==> src/rtl/proc_pkg.sv <==
// Shared opcode values, FSM state encoding and instruction-register field helpers
// for the processor control unit.
package proc_pkg;

  localparam logic [2:0] OP_MV   = 3'd0;
  localparam logic [2:0] OP_MVI  = 3'd1;
  localparam logic [2:0] OP_ADD  = 3'd2;
  localparam logic [2:0] OP_SUB  = 3'd3;
  localparam logic [2:0] OP_LD   = 3'd4;
  localparam logic [2:0] OP_ST   = 3'd5;
  localparam logic [2:0] OP_MVNZ = 3'd6;
  localparam logic [2:0] OP_RSV  = 3'd7;

  typedef enum logic [2:0] {
    S_IDLE, S_FETCH, S_FWAIT, S_LDIR, S_T1, S_T2, S_TWAIT, S_T3
  } state_e;

  function automatic logic [2:0] ir_op(input logic [8:0] ir);
    return ir[8:6];
  endfunction

  function automatic logic [2:0] ir_rx(input logic [8:0] ir);
    return ir[5:3];
  endfunction

  function automatic logic [2:0] ir_ry(input logic [8:0] ir);
    return ir[2:0];
  endfunction

  // An instruction collapses to a NOP when any register it actually uses is out of range.
  function automatic logic ir_is_nop(input logic [8:0] ir, input logic [2:0] limit);
    logic use_x, use_y;
    use_x = (ir_op(ir) != OP_RSV);
    use_y = use_x && (ir_op(ir) != OP_MVI);
    return (use_x && (ir_rx(ir) >= limit)) || (use_y && (ir_ry(ir) >= limit));
  endfunction

endpackage

==> src/rtl/proc_control_fsm_ctrl_wait_timer.sv <==
// Loadable down-counter used to hold the FSM in a memory wait state;
// wait_done is high during the last wait cycle.
module ctrl_wait_timer (
  input  logic       clk,
  input  logic       rst_n,
  input  logic       load,
  input  logic [2:0] load_val,
  output logic       wait_done
);

  logic [2:0] cnt_q, cnt_d;

  always_comb begin
    cnt_d = cnt_q;
    if (load)
      cnt_d = load_val;
    else if (cnt_q != 3'd0)
      cnt_d = cnt_q - 3'd1;
  end

  always_ff @(posedge clk or negedge rst_n) begin
    if (!rst_n) cnt_q <= 3'd0;
    else        cnt_q <= cnt_d;
  end

  assign wait_done = (cnt_q == 3'd1);

endmodule

==> src/rtl/proc_control_fsm.sv <==
// Control unit of the simple processor: fetch/decode/execute sequencer whose
// datapath strobes are decoded from the current state and the IR fields.
module proc_control_fsm
  import proc_pkg::*;
#(
  parameter int unsigned MEM_LAT = 1,
  parameter int unsigned NREGS   = 7
) (
  input  logic       Clock,
  input  logic       Resetn,
  input  logic       Run,
  input  logic [8:0] IR,
  input  logic       Gnz,
  output logic       Rin_en,
  output logic [2:0] Rin_sel,
  output logic       Rout_en,
  output logic [2:0] Rout_sel,
  output logic       PCout,
  output logic       Gout,
  output logic       DINout,
  output logic       IRin,
  output logic       Ain,
  output logic       Gin,
  output logic       AddSub,
  output logic       ADDRin,
  output logic       DOUTin,
  output logic       W_D,
  output logic       incr_pc,
  output logic       Done
);

  localparam logic [2:0] LAT       = 3'(MEM_LAT);
  localparam logic [2:0] REG_LIMIT = 3'(NREGS);

  state_e     state_q, state_d;
  logic       tmr_load, wait_done;
  logic [2:0] op, rx, ry;
  logic       nop;

  assign op  = ir_op(IR);
  assign rx  = ir_rx(IR);
  assign ry  = ir_ry(IR);
  assign nop = ir_is_nop(IR, REG_LIMIT);

  ctrl_wait_timer u_wait (
    .clk       (Clock),
    .rst_n     (Resetn),
    .load      (tmr_load),
    .load_val  (LAT),
    .wait_done (wait_done)
  );

  always_comb begin
    Rin_en = 1'b0; Rin_sel = 3'd0; Rout_en = 1'b0; Rout_sel = 3'd0;
    PCout = 1'b0; Gout = 1'b0; DINout = 1'b0; IRin = 1'b0;
    Ain = 1'b0; Gin = 1'b0; AddSub = 1'b0; ADDRin = 1'b0;
    DOUTin = 1'b0; W_D = 1'b0; incr_pc = 1'b0; Done = 1'b0;
    case (state_q)
      S_FETCH: begin PCout = 1'b1; ADDRin = 1'b1; end
      S_LDIR:  begin IRin = 1'b1; incr_pc = 1'b1; end
      S_T1: begin
        if (nop || op == OP_RSV || (op == OP_MVNZ && !Gnz)) begin
          Done = 1'b1;
        end else begin
          case (op)
            OP_MV, OP_MVNZ: begin
              Rout_en = 1'b1; Rout_sel = ry; Rin_en = 1'b1; Rin_sel = rx; Done = 1'b1;
            end
            OP_MVI:         begin PCout = 1'b1; ADDRin = 1'b1; end
            OP_ADD, OP_SUB: begin Rout_en = 1'b1; Rout_sel = rx; Ain = 1'b1; end
            OP_LD, OP_ST:   begin Rout_en = 1'b1; Rout_sel = ry; ADDRin = 1'b1; end
            default: ;
          endcase
        end
      end
      S_T2: begin
        if (op == OP_ST) begin
          Rout_en = 1'b1; Rout_sel = rx; DOUTin = 1'b1; W_D = 1'b1; Done = 1'b1;
        end else begin
          Rout_en = 1'b1; Rout_sel = ry; Gin = 1'b1; AddSub = op[0];
        end
      end
      S_T3: begin
        Rin_en  = 1'b1;
        Rin_sel = rx;
        Done    = 1'b1;
        incr_pc = (op == OP_MVI);
        if (op == OP_ADD || op == OP_SUB) Gout = 1'b1;
        else                              DINout = 1'b1;
      end
      default: ;
    endcase
    // Never write an out-of-range register even if IR changes mid-instruction.
    if (Rin_sel >= REG_LIMIT) begin
      Rin_en  = 1'b0;
      Rin_sel = 3'd0;
    end
  end

  always_comb begin
    state_d  = state_q;
    tmr_load = 1'b0;
    case (state_q)
      S_IDLE:  if (Run) state_d = S_FETCH;
      S_FETCH: begin
        tmr_load = 1'b1;
        state_d  = (LAT == 3'd0) ? S_LDIR : S_FWAIT;
      end
      S_FWAIT: if (wait_done) state_d = S_LDIR;
      S_LDIR:  state_d = S_T1;
      S_T1: begin
        if (op == OP_MVI || op == OP_LD) begin
          tmr_load = 1'b1;
          state_d  = (LAT == 3'd0) ? S_T3 : S_TWAIT;
        end else begin
          state_d = S_T2;
        end
      end
      S_T2:    state_d = S_T3;
      S_TWAIT: if (wait_done) state_d = S_T3;
      default: state_d = S_IDLE;
    endcase
    if (Done) state_d = Run ? S_FETCH : S_IDLE;
  end

  always_ff @(posedge Clock or negedge Resetn) begin
    if (!Resetn) state_q <= S_IDLE;
    else         state_q <= state_d;
  end

endmodule
==> config.mk <==
export PLATFORM = sky130hd
export DESIGN_NAME = proc_control_fsm
export DESIGN_NICKNAME = d
export VERILOG_FILES = /design/src/rtl/proc_pkg.sv /design/src/rtl/proc_control_fsm_ctrl_wait_timer.sv /design/src/rtl/proc_control_fsm.sv
export SDC_FILE = /design/constraint.sdc
export NUM_CORES = 1
export LEC_CHECK = 0
export ABC_AREA = 1
export CORE_MARGIN = 1
export CORE_UTILIZATION = 45
export CTS_BUF_LIST = sky130_fd_sc_hd__clkbuf_4 sky130_fd_sc_hd__clkbuf_8
export DETAILED_ROUTE_END_ITERATION = 16
export GPL_TIMING_DRIVEN = 0
export PLACE_DENSITY = 0.87
export SETUP_SLACK_MARGIN = 0.3
export SYNTH_ARGS = -nofsm -noshare
export SYNTH_HDL_FRONTEND = slang
export SYNTH_SLANG_ARGS = --single-unit
==> constraint.sdc <==
create_clock -name Clock -period 3.89 [get_ports Clock]
set_input_delay 0.5835 -clock Clock [delete_from_list [all_inputs] [get_ports Clock]]
set_output_delay 0.5835 -clock Clock [all_outputs]
set_load 0.03 [all_outputs]
== Yosys cells after proc, flatten, opt, wreduce, memory -nomap -nowiden ==
Cells that the tools add are included.
Widths: inputs -> output; s select.

* Register bits after elaboration: 6
* Word-level logic and storage cells: 95
* Bits in latches: 0
* Bits in read-only memories: 0
* Bits of input ports: 13
* RAM bits: 0
* Memories: 0

* $lt $le $gt $ge: 3
* Shift-type cells: 0
* Div/mod/pow operators: 0
* $mul: 0
* Reductions and logical operators: 20
* Equal/unequal tests: 20
* Mux-type cells: 49
* Bitwise logic cells: 0
* Add/sub/neg operators: 1

{| class="wikitable"
|+ Operators with widths
! cell !! number
|-
| $mux 3 || 11
|-
| $mux 1 || 26
|-
| $eq 3x3->1 const B || 8
|-
| $pmux 3 s7 || 1
|-
| $pmux 3 s2 || 3
|-
| $eq 3x2->1 const B || 4
|-
| $pmux 1 s2 || 6
|-
| $eq 3x1->1 const B || 3
|-
| $ge 3x3->1 const B || 3
|-
| $logic_not 3->1 || 2
|-
| $ne 3x2->1 const B || 2
|-
| $ne 3x3->1 const B || 2
|-
| $reduce_or 6->1 || 1
|-
| $logic_or 1x1->1 || 5
|-
| $logic_and 1x1->1 || 4
|-
| $reduce_or 2->1 || 2
|-
| $reduce_or 4->1 || 1
|-
| $ne 3x1->1 const B || 1
|-
| $pmux 1 s3 || 1
|-
| $reduce_and 3->1 || 1
|-
| $reduce_bool 3->1 || 1
|-
| $reduce_or 3->1 || 1
|-
| $sub 3x1->3 const B || 1
|-
| $mux 2 || 1
|-
| 2 further kinds || 2
|}

== Longest topological paths before layout ==
* Word-level depth: 10
* Depth in mapped cells: 11
* Gate-level depth less buffers: 11

== Hierarchy ==
A second synthesis with hierarchy kept.

* Cells, all modules: 128
* Area, all modules: 772.0 um^2

{| class="wikitable"
|+ By module, submodules not included
! module !! cells each !! area an instance (um^2) !! instances
|-
| proc_control_fsm || 96 || 554.3 || 1
|-
| ctrl_wait_timer || 32 || 217.7 || 1
|}

== Least setup slack after synthesis ==
No wires, ideal clock.

* Path kind: input -> output
* Start: input port IR[7]
* End: output port ADDRin
* Cell stages on the path: 5
* Arrival time: 1.682 ns
* Slack: 1.625 ns
* Data required time: 3.306 ns
* Cells stage by stage: inv_1 nand3_2 nand3_2 nand3_2 o21ai_0

* Cells in the longest elaborated chain, start to end: 8
* Elaborated cells on any way between the ends: 18
* Classes of those cells: eq/ne (7); mux (3); reduce/logical (8)

{| class="wikitable"
|+ RTL lines
! element !! line !! source
|-
| start: declaration || proc_control_fsm.sv:12 || <nowiki>input logic [8:0] IR,</nowiki>
|-
| $ne 3x3->1 / $ne 3x1->1 (equally long branches) || proc_pkg.sv:33, proc_pkg.sv:34 ||
|-
| $logic_and 1x1->1 || proc_pkg.sv:34 || <nowiki>use_y = use_x && (ir_op(ir) != OP_MVI);</nowiki>
|-
| $logic_and 1x1->1 || proc_pkg.sv:35 || <nowiki>return (use_x && (ir_rx(ir) >= limit)) || (use_y && (ir_ry(ir) >= limit));</nowiki>
|-
| $logic_or 1x1->1 || proc_pkg.sv:35 ||
|-
| $logic_or 1x1->1 (2 in a row) || proc_control_fsm.sv:62 || <nowiki>if (nop || op == OP_RSV || (op == OP_MVNZ && !Gnz)) begin</nowiki>
|-
| $mux 1 * || proc_control_fsm.sv:62 ||
|-
| $pmux 1 s2 * || proc_control_fsm.sv:58 || <nowiki>case (state_q)</nowiki>
|-
| end: declaration || proc_control_fsm.sv:25 || <nowiki>output logic ADDRin,</nowiki>
|}

Every way passes the cells marked *; elsewhere a longest branch is shown, timed or not.

== Worst setup path in the final report ==
* Start: input port IR[7]
* End: output port Rin_sel[2]

* Cells in the longest elaborated chain, start to end: 10
* Elaborated cells on any way between the ends: 18
* Classes of those cells: order compare (1); eq/ne (4); mux (4); reduce/logical (9)

{| class="wikitable"
|+ RTL lines
! element !! line !! source
|-
| $ne 3x3->1 / $ne 3x1->1 (equally long branches) || proc_pkg.sv:33, proc_pkg.sv:34 ||
|-
| $logic_and 1x1->1 || proc_pkg.sv:34 ||
|-
| $logic_and 1x1->1 || proc_pkg.sv:35 ||
|-
| $logic_or 1x1->1 || proc_pkg.sv:35 ||
|-
| $logic_or 1x1->1 (2 in a row) || proc_control_fsm.sv:62 ||
|-
| $mux 3 * || proc_control_fsm.sv:62 ||
|-
| $pmux 3 s2 * || proc_control_fsm.sv:58 ||
|-
| $ge 3x3->1 || proc_control_fsm.sv:94 || <nowiki>if (Rin_sel >= REG_LIMIT) begin</nowiki>
|-
| $mux 3 * || proc_control_fsm.sv:94 ||
|-
| end: declaration || proc_control_fsm.sv:15 || <nowiki>output logic [2:0] Rin_sel,</nowiki>
|}

Marked as above.

==> results.md <==
- Status: finished clean
- Top Usage Layer GRT: met1
- Post-CTS sizing: 0
- Worst Path Max Fanout: 6
- Vias per inst: 5.04
- Initial DRC count: 15
- N_diodes: 0
- First-pass DRT Iterations: 4
- CP Launch Type: primary input
- Vias in the first global route: around 660
- Critical Path Sink Type: output pin
- Syn_nets: between 100 and 150
- First-pass GRT wire length: 2790 µm
- Port bufs: 32
- Crit-path slowest cell: clkdlybuf4s50_1
- CTS tree: built
- Yosys cell types: 23
- Tot Pwr: between 0.6 and 0.7 mW
- Hold crit path type: primary input to asynchronous set/reset pin
- Final Critical Period: 3270 ps
- Largest cells by area after synthesis: dfrtp_1 (22%), nand2_1 (15%), inv_1 (9.2%)
- Clock network fraction of total power: 8.9%
- Sequential element share of the synthesized area: 21.7%
- Final routed DRC violation total: 0
- Layout cells sized above 1: 14.8%
- Int Power: ~0.32 mW
- Die Height: between 40 and 50 µm
- MaxCap Viol Count: 0
- Initial core utilization: 50.7%
- Final setup viols: 0
- CORE AREA: ~1400 µm²
- Slowest cell delay on critical path: 690 ps
- Hold_ws: 570 ps
- Clock latency on the worst-skew pair: 250 ps
- Drt total wl: 1850 µm
- Total Neg Setup Slack: 0 ps
- Deepest clock path buffer count: 2
- Grt total ovfl: 0
- Post-DP HPWL: about 1500 µm
- Worst Path Arrival: 2690 ps
- H-Tree Depth: 1
- Clock sinks: 6
- Pins over their slew limit: 0
- Average size of a mapped cell: 6.08 µm²
- GRT met3 Usage: 6.52%
- RD Place Congestion: ~0.86
- Layout Nets: between 150 and 200
- Worst ir drop on vdd: 0.535 mV
- Syn-to-layout area delta: 52.2%
- Io pins: 33
- Reg clk slew, reported paths: 50 ps
- Combinational group share of total power: between 70% and 80%
- Pin count of the biggest net entering global routing: 8
- Yosys top cell area share: 21.7%
- CTS root buf: clkbuf_4
- Grt met2 use: ~36%
- Crit path kind: primary input to output pin
- Die footprint: 1700 µm²
- RSZ-0062 raised after global routing: no
- Ys Warns: 0
- Critical path data required time: 3310 ps
- Period utilization: 84.1%
- Synth Cell Area: 693 µm²
- Switching share of power: 52.1%
- Post-synth top area cell: dfrtp_1
- Die W: about 41 µm
- CTS Buf Count: 3
- Net Sw Power: 0.349 mW
- GRT Util Overall: between 20% and 30%
- Pwr Density: roughly 640 nW/µm²
- Hold-fix buffers at CTS: 0
- Lkg Pwr: 0.510 nW
- Routed via count: roughly 830
- Routed wire per std cell: 11.3 µm
- CP Cell Sequence: clkdlybuf4s50_1, inv_1, nand3_2, nand3_2, nand3_2, nor2_1, o21ai_2, nor2_1, clkdlybuf4s50_1
- Worst slew margin: between 70 and 80%
- Clock Skew: 8.89 ps
- Worst-Margin Slew: 329 ps
- # Post-CTS Setup Buffers: 0
- Crit path top cell by count: nand3_2
- Fmax: 306 MHz
- Post-route ant nets: 0
- Cells after Synth: 114
- Met1 usage: 38.4%
- Final Core Density: roughly 77%
- FF+latch count, synth: 6
- Site Rows: 13
- Flop pwr share: 18.9%
- Antenna violations before repair: 0
- Final Hold Viols: 0
[kinds of logic (layout without fill, tap and decap cells)]
family,count (synthesis),in the layout,share of synthesized area [%]
compound gates,19,19,17.0
fa+ha+maj,3,3,5.42
buf+inv,21,56,11.9
flops,6,6,21.7
simple gates,65,65,44.0
[final timing paths]
| check | startpoint | endpoint | slack (ps) | cells past startpoint |
|---|---|---|---|---|
| worst max-delay path | IR[7] | Rin_sel[2] | 620 | 9 |
| max in group asynchronous | Resetn | state_q[2] | 3090 | 1 |
| worst min-delay path | Resetn | u_wait.cnt_q[2] | 570 | 1 |
| worst max register to register | state_q[2] | state_q[0] | 2500 | 9 |
| worst min register to register | u_wait.cnt_q[1] | u_wait.cnt_q[1] | 570 | 2 |
| min in group Clock | u_wait.cnt_q[1] | u_wait.cnt_q[1] | 570 | 2 |
[metrics by stage]
step | cell area [µm²] | worst slack, ps | std cells
6_report | 1050 | 618 | 164
4_1_cts | 1050 | 631 | 164
2_1_floorplan | 693 | 1620 | 114
5_1_grt | 1050 | 441 | 164
3_3_place_gp | 1030 | 664 | 161
3_5_place_dp | 1030 | 624 | 161
[sequential cells by signal, indices dropped and copies added (netlist names)]
| signal | flops |
|---|---|
| state_q | 3 |
| u_wait.cnt_q | 3 |
[layer usage]
metal / up-vias / wire length, µm
met3: 0 / 106
met4: 0 / 0
met1: 367 / 947
li1: 434 / -
met2: 25 / 798
met5: - / 0
[cell usage in the layout (no fill, tap or decap), drive strengths merged]
cell type | netlist | routed
a211oi | 1 | 1
a21oi | 4 | 4
a31o | 1 | 1
buf | 1 | 1
clkbuf | 0 | 3
clkdlybuf4s50 | 0 | 32
dfrtp | 6 | 6
ha | 3 | 3
inv | 20 | 20
nand2 | 30 | 30
nand3 | 10 | 10
nand4 | 1 | 1
nor2 | 23 | 23
nor3 | 1 | 1
o211ai | 1 | 1
o21ai | 11 | 11
o21bai | 1 | 1
[final cells by class]
class | count | area (µm²)
Fill cell | 121 | 312
Buffer | 1 | 7.51
Tap cell | 15 | 18.8
Clock buffer | 3 | 22.5
Timing Repair Buffer | 32 | 320
Sequential cell | 6 | 150
Multi-Input combinational cell | 87 | 460
Inverter | 20 | 75.1
[power by group through the flow]
stage / Clock [mW] / Combinational (mW) / Sequential (mW)
5_1_grt: 0.0672 / 0.534 / 0.133
3_5_place_dp: 0 / 0.482 / 0.127
4_1_cts: 0.0622 / 0.485 / 0.126
3_3_place_gp: 0 / 0.470 / 0.125
2_1_floorplan: 0 / 0.327 / 0.118
6_report: 0.0594 / 0.484 / 0.127
[cell usage after synthesis, drive strengths merged]
| cell type | instances |
|---|---|
| o211ai | 1 |
| dfrtp | 6 |
| o21bai | 1 |
| a31o | 1 |
| a21oi | 4 |
| inv | 20 |
| buf | 1 |
| nand2 | 30 |
| nand3 | 10 |
| a211oi | 1 |
| nand4 | 1 |
| ha | 3 |
| nor2 | 23 |
| o21ai | 11 |
| nor3 | 1 |
[worst max-delay path, delay by kind of cell]
family | cells | cell delay, ps
buffers and inverters | 3 | 1360
and+or+nand+nor | 5 | 660
AOI/OAI and AO/OA | 1 | 90
(Power assumes the default switching activity.)
